### src/rtl/par_frame_pkg.sv
// Shared constants for the serial frame receiver.
// State encoding and bit-counter width used by par_frame_ctrl and par_shift_acc.
package par_frame_pkg;

    localparam logic [1:0] ST_IDLE   = 2'd0;
    localparam logic [1:0] ST_DATA   = 2'd1;
    localparam logic [1:0] ST_PARITY = 2'd2;
    localparam logic [1:0] ST_STOP   = 2'd3;

    localparam int MAX_DATA_W = 32;
    localparam int CNT_W      = $clog2(MAX_DATA_W) + 1;

endpackage

### src/rtl/par_shift_acc.sv
// Data shift register, running parity and bit counter for one frame.
// Ports: clk, rst, clr (restart frame), shift_en, bit_in -> word, parity, last_bit.
module par_shift_acc
    import par_frame_pkg::*;
#(
    parameter int DATA_W = 8
) (
    input  logic              clk,
    input  logic              rst,
    input  logic              clr,
    input  logic              shift_en,
    input  logic              bit_in,
    output logic [DATA_W-1:0] word,
    output logic              parity,
    output logic              last_bit
);

    logic [DATA_W-1:0] shreg_q, shreg_d;
    logic              acc_q, acc_d;
    logic [CNT_W-1:0]  cnt_q, cnt_d;

    always_comb begin
        shreg_d = shreg_q;
        acc_d   = acc_q;
        cnt_d   = cnt_q;
        if (clr) begin
            shreg_d = '0;
            acc_d   = 1'b0;
            cnt_d   = '0;
        end else if (shift_en) begin
            // LSB first: bit number cnt lands at position cnt
            for (int i = 0; i < DATA_W; i++) begin
                if (cnt_q == CNT_W'(i)) begin
                    shreg_d[i] = bit_in;
                end
            end
            acc_d = acc_q ^ bit_in;
            cnt_d = cnt_q + 1'b1;
        end
    end

    always_ff @(posedge clk) begin
        if (rst) begin
            shreg_q <= '0;
            acc_q   <= 1'b0;
            cnt_q   <= '0;
        end else begin
            shreg_q <= shreg_d;
            acc_q   <= acc_d;
            cnt_q   <= cnt_d;
        end
    end

    assign word     = shreg_q;
    assign parity   = acc_q;
    assign last_bit = (cnt_q == CNT_W'(DATA_W - 1));

endmodule

### src/rtl/par_frame_ctrl.sv
// Serial frame receiver: start, DATA_W bits LSB first, parity, stop; words out on valid/ready.
// Ports: clk, rst, ser_in, out_ready -> data_out, out_valid, par_err, frm_err, ovr_err, busy.
module par_frame_ctrl
    import par_frame_pkg::*;
#(
    parameter int DATA_W  = 8,
    parameter bit ODD_PAR = 1'b0
) (
    input  logic              clk,
    input  logic              rst,
    input  logic              ser_in,
    input  logic              out_ready,
    output logic [DATA_W-1:0] data_out,
    output logic              out_valid,
    output logic              par_err,
    output logic              frm_err,
    output logic              ovr_err,
    output logic              busy
);

    logic [1:0]        state_q, state_d;
    logic              perr_q, perr_d;
    logic [DATA_W-1:0] data_q, data_d;
    logic              valid_q, valid_d;
    logic              pe_q, pe_d;
    logic              fe_q, fe_d;
    logic              ovr_q, ovr_d;

    logic              clr, shift_en;
    logic [DATA_W-1:0] word;
    logic              parity, last_bit;

    par_shift_acc #(.DATA_W(DATA_W)) u_acc (
        .clk      (clk),
        .rst      (rst),
        .clr      (clr),
        .shift_en (shift_en),
        .bit_in   (ser_in),
        .word     (word),
        .parity   (parity),
        .last_bit (last_bit)
    );

    always_ff @(posedge clk) begin
        if (rst) begin
            state_q <= ST_IDLE;
        end else begin
            state_q <= state_d;
        end
    end

    always_comb begin
        state_d = state_q;
        unique case (state_q)
            ST_IDLE:   if (!ser_in) state_d = ST_DATA;
            ST_DATA:   if (last_bit) state_d = ST_PARITY;
            ST_PARITY: state_d = ST_STOP;
            ST_STOP:   state_d = ST_IDLE;
            default:   state_d = ST_IDLE;
        endcase
    end

    always_comb begin
        clr      = (state_q == ST_IDLE);
        shift_en = (state_q == ST_DATA);
        busy     = (state_q != ST_IDLE);
    end

    always_comb begin
        perr_d  = perr_q;
        data_d  = data_q;
        valid_d = valid_q;
        pe_d    = pe_q;
        fe_d    = fe_q;
        ovr_d   = 1'b0;
        if (state_q == ST_PARITY) begin
            perr_d = ((parity ^ ser_in) != ODD_PAR);
        end
        if (valid_q && out_ready) begin
            valid_d = 1'b0;
        end
        if (state_q == ST_STOP) begin
            // Slot is free if empty or being drained this very cycle
            if (!valid_q || out_ready) begin
                data_d  = word;
                pe_d    = perr_q;
                fe_d    = !ser_in;
                valid_d = 1'b1;
            end else begin
                ovr_d = 1'b1;
            end
        end
    end

    always_ff @(posedge clk) begin
        if (rst) begin
            perr_q  <= 1'b0;
            data_q  <= '0;
            valid_q <= 1'b0;
            pe_q    <= 1'b0;
            fe_q    <= 1'b0;
            ovr_q   <= 1'b0;
        end else begin
            perr_q  <= perr_d;
            data_q  <= data_d;
            valid_q <= valid_d;
            pe_q    <= pe_d;
            fe_q    <= fe_d;
            ovr_q   <= ovr_d;
        end
    end

    assign data_out  = data_q;
    assign out_valid = valid_q;
    assign par_err   = pe_q;
    assign frm_err   = fe_q;
    assign ovr_err   = ovr_q;

endmodule

### config.mk
export PLATFORM = sky130hd
export DESIGN_NAME = par_frame_ctrl
export DESIGN_NICKNAME = d
export VERILOG_FILES = /design/src/rtl/par_frame_pkg.sv /design/src/rtl/par_shift_acc.sv /design/src/rtl/par_frame_ctrl.sv
export SDC_FILE = /design/constraint.sdc
export NUM_CORES = 1
export LEC_CHECK = 0
export ABC_AREA = 1
export ABC_CLOCK_PERIOD_IN_PS = 1100
export BUFFER_PORTS_ARGS = -buffer_cell sky130_fd_sc_hd__buf_2
export CORE_UTILIZATION = 50
export DETAILED_ROUTE_END_ITERATION = 10
export PLACE_DENSITY = 0.73
export SYNTH_ARGS = -nofsm -noshare
export SYNTH_HDL_FRONTEND = slang
export SYNTH_SLANG_ARGS = --single-unit
### constraint.sdc
create_clock -name clk -period 1.1 [get_ports clk]
set_input_delay 0.165 -clock clk [delete_from_list [all_inputs] [get_ports clk]]
set_output_delay 0.165 -clock clk [all_outputs]
set_load 0.03 [all_outputs]
==> metrics.md <==
| Metric | Value |
|---|---|
| Cell taking the most area after synthesis | `dfxtp_1` |
| Dpl cell area | `around 1600 um2` |
| Max_slew headroom | `between 50 and 60%` |
| RSZ-0062 raised after global routing | `true` |
| Register Area | `~620 um2` |
| Root Buffer | `clkbuf_4` |
| Synth area leaders | `dfxtp_1, nor2_1, ha_1` |
| Failing checks | `negative setup slack` |
| Endpoints failing setup | `28` |
| Max cap viols | `0` |
| CTS max path bufs | `2` |
| Final Slew Violations | `0` |
| Final setup margin | `-215 ps` |
| Leakage | `~0.89 nW` |
| CTS Buf Count | `5` |
| H-tree depth | `2` |
| Detailed Place HPWL | `2000 um` |
| DRT iter0 DRCs | `42` |
| DR WL/cell | `14.3 um` |
| First-pass GRT wire length | `4580 um` |
| Top cell type's share of synthesized area | `44.1%` |
| Row count | `18` |
| DRC viols | `0` |
| Clock-pin slew on the worst setup and hold paths | `90 ps` |
| Cells after synthesis | `between 150 and 200` |
| Vias/cell | `5.23` |
| Fmax | `760 MHz` |
| Synthesis-stage register bit count | `30` |
| Grt ovf | `0` |
| Final instance area | `2010 um2` |
| Final Cycle Share | `120%` |
| Layout cells sized above 1 | `between 40 and 50%` |
| # port buffers | `16` |
| Io pins | `17` |
| PD cells | `2200 nW/um2` |
| WP data arrival | `1600 ps` |
| Die width | `54.2 um` |
| Crit end category | `flop` |
| Synth top cells by count | `nor2_1, dfxtp_1, nand2_1, inv_1, o21ai_0` |
| Final wirelength | `3670 um` |
| Die height | `54.2 um` |
| GP Congestion | `0.816` |
| Post-synth EDFFs | `0` |
| Pwr Total | `approximately 0.0044 W` |
| CTS tree | `built` |
| Largest net degree at the start of global routing | `18` |
| WP data required | `1380 ps` |
| Fillers | `151` |
| # hold bufs at CTS | `0` |
| Area grow syn2layout | `47.6%` |
| Worst-Margin Slew | `714 ps` |
| Antenna diodes | `0` |
| Synth cell types | `20` |
| DR vias | `1339` |
| Status | `finished, violations left` |
| First-pass DRT Iterations | `6` |
| Ys Warns | `0` |
| Post-route core utilization | `roughly four fifths` |
| Post-route antenna net violation count | `0` |
| Clock Sinks | `30` |
| Ys flop type | `dfxtp_1` |
| Top-count cell post-synth | `nor2_1` |
| Net Count, Synth | `199` |
| Period minus WS final | `1310 ps` |
| Cell area after synthesis | `1360 um2` |
| Layout net count | `239` |
| Min-delay worst type | `input port to flop` |
| Worst setup SP type | `flop` |
| Gr usage total | `23.1%` |
| Non-Filler Instances | `256` |
| Final Hold Fails | `0` |
| Setup skew after layout | `around 2.2 ps` |
| Mapped Avg Cell Area | `7.36 um2` |
| Maximum VDD drop | `between 2 and 2.5 mV` |
| Multi-input combinational cell area | `860 um2` |
| Vias in the first global route | `1059` |
| Latest clock arrival within the worst-skew pair | `330 ps` |
| Worst Hold Margin | `180 ps` |
| Seq/Total Area, Yosys | `44.1%` |
| Initial antenna violation count | `0` |
| Initial Utilization | `54.0%` |
| Total die area | `roughly 2900 um2` |
| Worst Path Max Fanout | `8` |
| Async S/R FF share, synth | `0%` |
| Critical path type | `flop to flop` |
| Core area | `2520 um2` |
| Post-Place Cells | `236` |
-- timing repair --
item                       4_1_cts  5_1_grt
setup endpoints to repair       29       31
buffers inserted                 5        7
hold endpoints to repair         0        0
pin swaps                        6       15
gates resized for setup         35       67
cloned                           0        2
-- worst max-delay path, cell delays in order, from the launching register on --
cell,delay [ps]
dfxtp_4,400
inv_4,50
ha_4,160
buf_6,120
nor2_4,200
inv_2,90
nor2_1,100
o21ai_1,80
inv_1,70
-- worst paths after layout --
kind / from / cells past startpoint / to / slack, ps
hold reg to reg: u_acc.word[1] / 2 / data_out[1] / 470
hold / removal: rst / 4 / perr_q / 180
setup / recovery: state_q[0] / 8 / u_acc.parity / -210
setup reg to reg: state_q[0] / 8 / u_acc.parity / -210
-- cells by family after synthesis --
kind of cell	count (synthesis)	share of synthesized area [%]
compound gates	32	11.9
flops	30	44.1
simple gates	83	25.4
fa+ha+maj	10	9.19
xor+xnor	1	0.643
buf+inv	29	8.73
-- state kept, by name, summed over array words and instances, names as in the netlist --
register      flops
par_err           1
data_out          8
out_valid         1
u_acc.cnt_q       6
u_acc.word        8
perr_q            1
state_q           2
u_acc.parity      1
ovr_err           1
frm_err           1
-- power by group --
group / internal [W] / switching, W / leakage [nW]
registers: 0.00126 / 0.000148 / 0.247
clock network: 0.000309 / 0.000378 / 0.0353
logic: 0.00107 / 0.00125 / 0.605
-- placed cells by master (no fill, tap or decap), drive strengths merged --
cell type / instances
nand4: 2
nor2: 39
xor2: 1
a21oi: 14
buf: 32
nand3: 10
nor3: 1
clkbuf: 11
o21a: 1
o21ai: 17
inv: 24
ha: 10
dfxtp: 30
nand2: 31
clkinv: 3
-- through the flow --
stage	worst slack (ps)	TNS (ps)
after floorplan	6.95	0
final	-215	-3270
after global placement	-58.4	-516
after detailed placement	-139	-2540
after CTS	-169	-2530
after global routing	-275	-4710
-- final cells by class --
type / instances / share of cell area [%]
Sequential cell: 30 / 30.6
Clock buffer: 7 / 2.74
Timing Repair Buffer: 36 / 15.0
Inverter: 24 / 5.48
Timing Repair inverter: 2 / 1.25
Clock inverter: 1 / 0.249
Tap cell: 30 / 1.87
Multi-Input combinational cell: 126 / 42.8
-- metal layers --
metal / global-route usage, % / share of wire, % / wire, um
met5: 0 / 0 / 0
met4: 14.1 / 4.3 / 157
met3: 9.32 / 5.9 / 216
met2: 36.2 / 52 / 1910
met1: 26.1 / 38 / 1380
(Power assumes the default switching activity.)
